### src/rtl/float_mult_arbiter.sv
`default_nettype none
// ============================================================================
//  Module   : float_mult_arbiter
//  Purpose  : Shares one combinational floating-point multiplier among
//             NUM_REQ requesters. A round-robin arbiter picks one request,
//             a three-state FSM (IDLE / CALC / RESP) registers the operands,
//             lets the multiplier settle for one cycle, then holds the
//             tagged product on a valid/ready response channel.
//  Ports    : clk, rst_n           clock, synchronous active-low reset
//             i_req_valid/a/b      per-requester operands (packed by index)
//             o_req_ready          one-hot accept strobe (combinational)
//             o_resp_valid/ready   response handshake
//             o_resp_out/id/flags  product, requester index, {ovf,unf,inx}
//             o_busy               FSM not idle
//             i_sticky_clr         clears accumulated flags
//             o_sticky_flags       accumulated {ovf,unf,inx}
//  Config   : define FMUL_ARB_STICKY_EN to enable the sticky flag register;
//             otherwise o_sticky_flags is 0 and i_sticky_clr is ignored.
//  Datapath : normalized inputs only, mantissa truncated (round toward
//             zero), exponent not saturated; flags report what happened.
//  Revision : 1.0  initial release
// ============================================================================
module float_mult_arbiter #(
  parameter int NUM_REQ       = 4,
  parameter int FLOAT_SIZE    = 32,
  parameter int EXPONENT_SIZE = 8,
  parameter int MANTISSA_SIZE = 23,
  parameter int BIAS          = 127,
  localparam int ID_W         = $clog2(NUM_REQ)
) (
  input  logic                          clk,
  input  logic                          rst_n,
  input  logic [NUM_REQ-1:0]            i_req_valid,
  input  logic [NUM_REQ*FLOAT_SIZE-1:0] i_req_a,
  input  logic [NUM_REQ*FLOAT_SIZE-1:0] i_req_b,
  output logic [NUM_REQ-1:0]            o_req_ready,
  output logic                          o_resp_valid,
  input  logic                          i_resp_ready,
  output logic [FLOAT_SIZE-1:0]         o_resp_out,
  output logic [ID_W-1:0]               o_resp_id,
  output logic [2:0]                    o_resp_flags,
  output logic                          o_busy,
  input  logic                          i_sticky_clr,
  output logic [2:0]                    o_sticky_flags
);

  localparam int c_MW = MANTISSA_SIZE + 1;   // mantissa with hidden one
  localparam int c_PW = 2 * c_MW;            // full mantissa product
  localparam int c_EW = EXPONENT_SIZE + 2;   // room for carry and sign

  typedef enum logic [1:0] {
    S_IDLE = 2'd0,
    S_CALC = 2'd1,
    S_RESP = 2'd2
  } state_t;

  state_t                r_state;
  state_t                w_state_next;
  logic                  w_accept;
  logic                  w_any;
  logic [ID_W-1:0]       w_gnt_id;
  logic [ID_W-1:0]       w_idx;

  logic [FLOAT_SIZE-1:0] r_op_a;
  logic [FLOAT_SIZE-1:0] r_op_b;
  logic [ID_W-1:0]       r_id;
  logic [ID_W-1:0]       r_last_grant;
  logic [FLOAT_SIZE-1:0] r_resp_out;
  logic [ID_W-1:0]       r_resp_id;
  logic [2:0]            r_resp_flags;

  // --------------------------------------------------------------------------
  // Multiplier datapath, fed from the operand registers
  // --------------------------------------------------------------------------
  logic [c_MW-1:0]          w_ma;
  logic [c_MW-1:0]          w_mb;
  logic [c_PW-1:0]          w_prod;
  logic                     w_norm;
  logic [MANTISSA_SIZE-1:0] w_frac;
  logic                     w_inexact;
  logic [c_EW-1:0]          w_exp;
  logic                     w_ovf;
  logic                     w_unf;
  logic [FLOAT_SIZE-1:0]    w_mul_out;
  logic [2:0]               w_mul_flags;

  assign w_ma   = {1'b1, r_op_a[MANTISSA_SIZE-1:0]};
  assign w_mb   = {1'b1, r_op_b[MANTISSA_SIZE-1:0]};
  assign w_prod = {{c_MW{1'b0}}, w_ma} * {{c_MW{1'b0}}, w_mb};

  // Product of two [1,2) mantissas lies in [1,4); top bit set means [2,4).
  assign w_norm    = w_prod[c_PW-1];
  assign w_frac    = w_norm ? w_prod[c_PW-2 -: MANTISSA_SIZE]
                            : w_prod[c_PW-3 -: MANTISSA_SIZE];
  assign w_inexact = w_norm ? (|w_prod[MANTISSA_SIZE:0])
                            : (|w_prod[MANTISSA_SIZE-1:0]);

  // Two's-complement exponent; the MSB flags a negative (underflowed) value.
  assign w_exp = {2'b00, r_op_a[FLOAT_SIZE-2 -: EXPONENT_SIZE]}
               + {2'b00, r_op_b[FLOAT_SIZE-2 -: EXPONENT_SIZE]}
               + {{(c_EW-1){1'b0}}, w_norm}
               - c_EW'(BIAS);

  assign w_unf = w_exp[c_EW-1] | (w_exp == '0);
  assign w_ovf = ~w_exp[c_EW-1] & (w_exp >= c_EW'((1 << EXPONENT_SIZE) - 1));

  assign w_mul_out   = {r_op_a[FLOAT_SIZE-1] ^ r_op_b[FLOAT_SIZE-1],
                        w_exp[EXPONENT_SIZE-1:0], w_frac};
  assign w_mul_flags = {w_ovf, w_unf, w_inexact};

  // --------------------------------------------------------------------------
  // Round-robin pick: first valid requester after the last one granted
  // --------------------------------------------------------------------------
  always_comb begin
    w_gnt_id = r_last_grant;
    w_idx    = '0;
    w_any    = 1'b0;
    for (int k = 1; k <= NUM_REQ; k++) begin
      w_idx = ID_W'((int'(r_last_grant) + k) % NUM_REQ);
      if (!w_any && i_req_valid[w_idx]) begin
        w_any    = 1'b1;
        w_gnt_id = w_idx;
      end
    end
  end

  // --------------------------------------------------------------------------
  // FSM
  // --------------------------------------------------------------------------
  always_ff @(posedge clk) begin
    if (!rst_n) begin
      r_state <= S_IDLE;
    end else begin
      r_state <= w_state_next;
    end
  end

  always_comb begin
    w_state_next = r_state;
    w_accept     = 1'b0;
    case (r_state)
      S_IDLE: begin
        if (w_any) begin
          w_accept     = 1'b1;
          w_state_next = S_CALC;
        end
      end
      S_CALC: begin
        w_state_next = S_RESP;
      end
      S_RESP: begin
        if (i_resp_ready) begin
          if (w_any) begin
            w_accept     = 1'b1;
            w_state_next = S_CALC;
          end else begin
            w_state_next = S_IDLE;
          end
        end
      end
      default: begin
        w_state_next = S_IDLE;
      end
    endcase
    // A grant during reset would be lost, so the requester must not see it.
    if (!rst_n) begin
      w_accept = 1'b0;
    end
  end

  always_comb begin
    o_req_ready = '0;
    if (w_accept) begin
      o_req_ready[w_gnt_id] = 1'b1;
    end
  end

  // --------------------------------------------------------------------------
  // Operand capture and response registers
  // --------------------------------------------------------------------------
  always_ff @(posedge clk) begin
    if (!rst_n) begin
      r_op_a       <= '0;
      r_op_b       <= '0;
      r_id         <= '0;
      r_last_grant <= ID_W'(NUM_REQ - 1);  // requester 0 scanned first
      r_resp_out   <= '0;
      r_resp_id    <= '0;
      r_resp_flags <= '0;
    end else begin
      if (w_accept) begin
        r_op_a       <= i_req_a[w_gnt_id*FLOAT_SIZE +: FLOAT_SIZE];
        r_op_b       <= i_req_b[w_gnt_id*FLOAT_SIZE +: FLOAT_SIZE];
        r_id         <= w_gnt_id;
        r_last_grant <= w_gnt_id;
      end
      if (r_state == S_CALC) begin
        r_resp_out   <= w_mul_out;
        r_resp_flags <= w_mul_flags;
        r_resp_id    <= r_id;
      end
    end
  end

`ifdef FMUL_ARB_STICKY_EN
  logic [2:0] r_sticky;

  // A clear coinciding with completion keeps only the new flags.
  always_ff @(posedge clk) begin
    if (!rst_n) begin
      r_sticky <= '0;
    end else if (r_state == S_CALC) begin
      r_sticky <= i_sticky_clr ? w_mul_flags : (r_sticky | w_mul_flags);
    end else if (i_sticky_clr) begin
      r_sticky <= '0;
    end
  end

  assign o_sticky_flags = r_sticky;
`else
  logic w_unused_sticky_clr;

  assign w_unused_sticky_clr = i_sticky_clr;
  assign o_sticky_flags      = 3'b000;
`endif

  assign o_resp_valid = (r_state == S_RESP);
  assign o_resp_out   = r_resp_out;
  assign o_resp_id    = r_resp_id;
  assign o_resp_flags = r_resp_flags;
  assign o_busy       = (r_state != S_IDLE);

endmodule
`default_nettype wire
### config.mk
export PLATFORM = sky130hd
export DESIGN_NAME = float_mult_arbiter
export DESIGN_NICKNAME = d
export VERILOG_FILES = /design/src/rtl/float_mult_arbiter.sv
export SDC_FILE = /design/constraint.sdc
export NUM_CORES = 2
export LEC_CHECK = 0
export BUFFER_PORTS_ARGS = -buffer_cell sky130_fd_sc_hd__buf_2
export CAP_MARGIN = 20
export CELL_PAD_IN_SITES_DETAIL_PLACEMENT = 2
export CELL_PAD_IN_SITES_GLOBAL_PLACEMENT = 2
export CORE_MARGIN = 4
export CORE_UTILIZATION = 36
export DETAILED_ROUTE_END_ITERATION = 12
export PLACE_DENSITY_LB_ADDON = 0.1
export SETUP_SLACK_MARGIN = 0.1
export SYNTH_ARGS = -nofsm -noshare
export SYNTH_HDL_FRONTEND = slang
export SYNTH_SLANG_ARGS = --single-unit
### constraint.sdc
create_clock -name clk -period 11.55 [get_ports clk]
set_clock_uncertainty 0.05 [all_clocks]
set_input_delay 1.7325 -clock clk [delete_from_list [all_inputs] [get_ports clk]]
set_output_delay 1.7325 -clock clk [all_outputs]
set_load 0.005 [all_outputs]
==> results.sh <==
export IMPL_status="complete, no violations"
export IMPL_cts_buffers=9
export IMPL_setup_viol=0
export IMPL_rrSetupSlack_ps=1260
export IMPL_hold_viol=0
export IMPL_design_area_mm2=0.0281
export IMPL_critPathKind="flop to flop"
export IMPL_crit_top_cell="fa_1"
export IMPL_final_setup_worst_slack_ps=1260
export IMPL_die_y_um=273
export IMPL_grt_pass1_vias=26900
export IMPL_grt_setup_unrepaired="false"
export IMPL_via_count=22400
export IMPL_hold_start="o_resp_out[29]$_SDFFE_PN0N_"
export IMPL_clk_latency_ps=390
export IMPL_num_rows=96
export IMPL_place_gp_congestion=0.866
export IMPL_drc_errors=0
export IMPL_min_to="o_resp_out[29]$_SDFFE_PN0N_"
export IMPL_grt_pass1_wl_mm=160
export IMPL_antenna_left=0
export IMPL_worstRegToRegCells=35
export IMPL_wl_per_cell_um=24.2
export IMPL_finalSetupTns_ps=0
export IMPL_tightest_slew_ps=1130
export IMPL_start_util=0.365
export IMPL_slew_headroom=0.245
export IMPL_cts_sinks=107
export IMPL_synth_cell_types=79
export IMPL_core_mm2=0.0691
export IMPL_critical_path_endpoint_type="flop"
export IMPL_antenna_found_initial=10
export IMPL_io_pin_count=310
export IMPL_port_buffers=305
export IMPL_via_per_inst=5.21
export IMPL_synth_warnings=0
export IMPL_post_cts_resize_count=0
export IMPL_seq_area_frac_synth=0.0849
export IMPL_period_needed_ps=10290
export IMPL_finalCritPeriodShare=0.891
export IMPL_final_max_slew_viol_count=0
export IMPL_worst_r2r_endpoint="o_resp_flags[2]$_SDFFE_PN0N_"
export IMPL_postRouteWirelength_mm=104
export IMPL_die_area_mm2=0.0744
export IMPL_htree_levels=3
export IMPL_dp_hpwl_mm=85.3
export IMPL_area_growth_pct=11.5
export IMPL_maxCapViolCount=0
export IMPL_fin_util=0.407
export IMPL_hold_buffers=0
export IMPL_syn_area_mm2=0.0252
export IMPL_clk_pin_slew_worst_paths_ps=80
export IMPL_synth_ff_type="dfxtp_1"
export IMPL_fmax_mhz=97.2
export IMPL_syn_inst=3138
export IMPL_crit_path_max_incr_delay_ps=1080
export IMPL_post_cts_buffers=0
export IMPL_required_ps=11750
export IMPL_ys_ff_latch=107
export IMPL_fillCellCount=7965
export IMPL_clock_root_buffer="clkbuf_16"
export IMPL_rr_startpoint="r_op_a[10]$_SDFFE_PN0P_"
export IMPL_die_w_um=273
export IMPL_synth_area_per_cell_um2=8.04
export IMPL_slowest_stage="dfxtp_1"
export IMPL_drtIter0Drc=886
export IMPL_nets=4276
export IMPL_clockBufferDepth=2
export IMPL_place_ws_ps=1250
export IMPL_whs_path_depth=2
export IMPL_ys_async_sr_fraction=0
export IMPL_grt_usage=0.283
export IMPL_synth_edf_count=0
export IMPL_start_kind="flop"
export IMPL_grt_max_degree=104
export IMPL_drive_above_1_share=0.128
export IMPL_crit_path_max_fanout=15
export IMPL_cts_tree="yes"
export IMPL_critPathArrivalTime_ps=10490
export IMPL_dpl_cell_area_mm2=0.0278
export IMPL_dr_pass1_iters=4
export IMPL_grt_ovfl_total=0
export IMPL_hp_class="flop to flop"
## kinds of logic after synthesis
| kind of cell | count (synthesis) | share of synthesized area |
|---|---|---|
| compound gates | 311 | 0.0809 |
| xor+xnor | 46 | 0.0166 |
| fa+ha+maj | 671 | 0.477 |
| buf+inv | 766 | 0.116 |
| flops | 107 | 0.0849 |
| mux | 1 | 0.000397 |
| other cells | 1 | 0.000149 |
| simple gates | 1235 | 0.225 |
## final cells by class
cell class / instances / area [um^2] / area share
tap: 931 / 1160 / 0.0414
inverter: 582 / 2180 / 0.0777
multi-input combinational: 2267 / 20200 / 0.719
clock buffer: 12 / 267 / 0.00948
timing repair buffer: 374 / 2060 / 0.0734
antenna: 9 / 22.5 / 0.000801
sequential: 107 / 2140 / 0.0762
clock inverter: 4 / 56.3 / 0.00200
## metrics by stage
step | std cells | hold WS, ps
2_1_floorplan | 3140 | 382
3_3_place_gp | 4260 | 397
3_5_place_dp | 4261 | 405
4_1_cts | 4277 | 416
5_1_grt | 4282 | 442
6_report | 4286 | 415
## cell usage after synthesis (all sizes together), types with 23 or more instances
library cell  instances  area share
o21ai               105       0.021
nand2               655       0.097
inv                 580       0.086
ha                  188       0.093
a21o                 24      0.0071
clkbuf              162       0.024
dfxtp               107       0.085
and2                221       0.055
a21oi                72       0.014
nand3               213       0.042
fa                  483        0.38
xnor2                24      0.0086
nor2                 72       0.011
o31ai                23      0.0076
## worst max-delay path, delay by kind of cell, from the launching register on
kind            cells  cell delay [ps]
compound gates     13             3190
fa+ha+maj          10             4520
simple gates        4              720
flops               1             1080
xor+xnor            1              170
buf+inv             7              400
## placed cells by master, fill, tap and decap left out, drive strengths merged, types with 6 or more instances in the layout
cell / synthesis / final
a31oi: 9 / 9
nand2: 655 / 655
xnor2: 24 / 24
nand4: 7 / 7
a21o: 24 / 24
diode: 0 / 9
a21oi: 72 / 72
nor4: 6 / 6
inv: 580 / 581
and3: 10 / 10
nand3: 213 / 213
a211oi: 15 / 15
o21ai: 105 / 105
nor2: 72 / 72
o31ai: 23 / 23
o21a: 7 / 7
nor3: 22 / 22
o211ai: 7 / 7
ha: 188 / 188
clkbuf: 162 / 12
nor2b: 7 / 7
o21bai: 8 / 8
buf: 22 / 374
fa: 483 / 483
dfxtp: 107 / 107
and2: 221 / 221
nand2b: 8 / 8
xor2: 22 / 22
## state kept, by name, indices dropped and copies added (netlist names)
register and count:
r_id 2, o_resp_out 32, o_resp_flags 3, r_state 2, r_last_grant 2, r_op_b 32
r_op_a 32, o_resp_id 2
## metal layers
metal / vias up / track usage / wire (um)
li1: 10000 / - / -
met1: 11700 / 0.334 / 41100
met2: 488 / 0.521 / 53500
met3: 177 / 0.0368 / 4220
met4: 2 / 0.115 / 4710
met5: - / 0 / 13
## worst max-delay path by stage
stage | startpoint | endpoint
global placement | r_op_a[10]$_SDFFE_PN0P_ | o_resp_flags[2]$_SDFFE_PN0N_
floorplan | r_op_a[13]$_SDFFE_PN0P_ | o_resp_flags[2]$_SDFFE_PN0N_
finish | r_op_a[10]$_SDFFE_PN0P_ | o_resp_flags[2]$_SDFFE_PN0N_
CTS | r_op_a[10]$_SDFFE_PN0P_ | o_resp_flags[2]$_SDFFE_PN0N_
detailed placement | r_op_a[10]$_SDFFE_PN0P_ | o_resp_flags[2]$_SDFFE_PN0N_
global route | r_op_a[10]$_SDFFE_PN0P_ | o_resp_flags[2]$_SDFFE_PN0N_
Power is left out: the tool's default activity adds up to more than one toggle a clock period on the data nets, which glitch-free logic cannot reach.
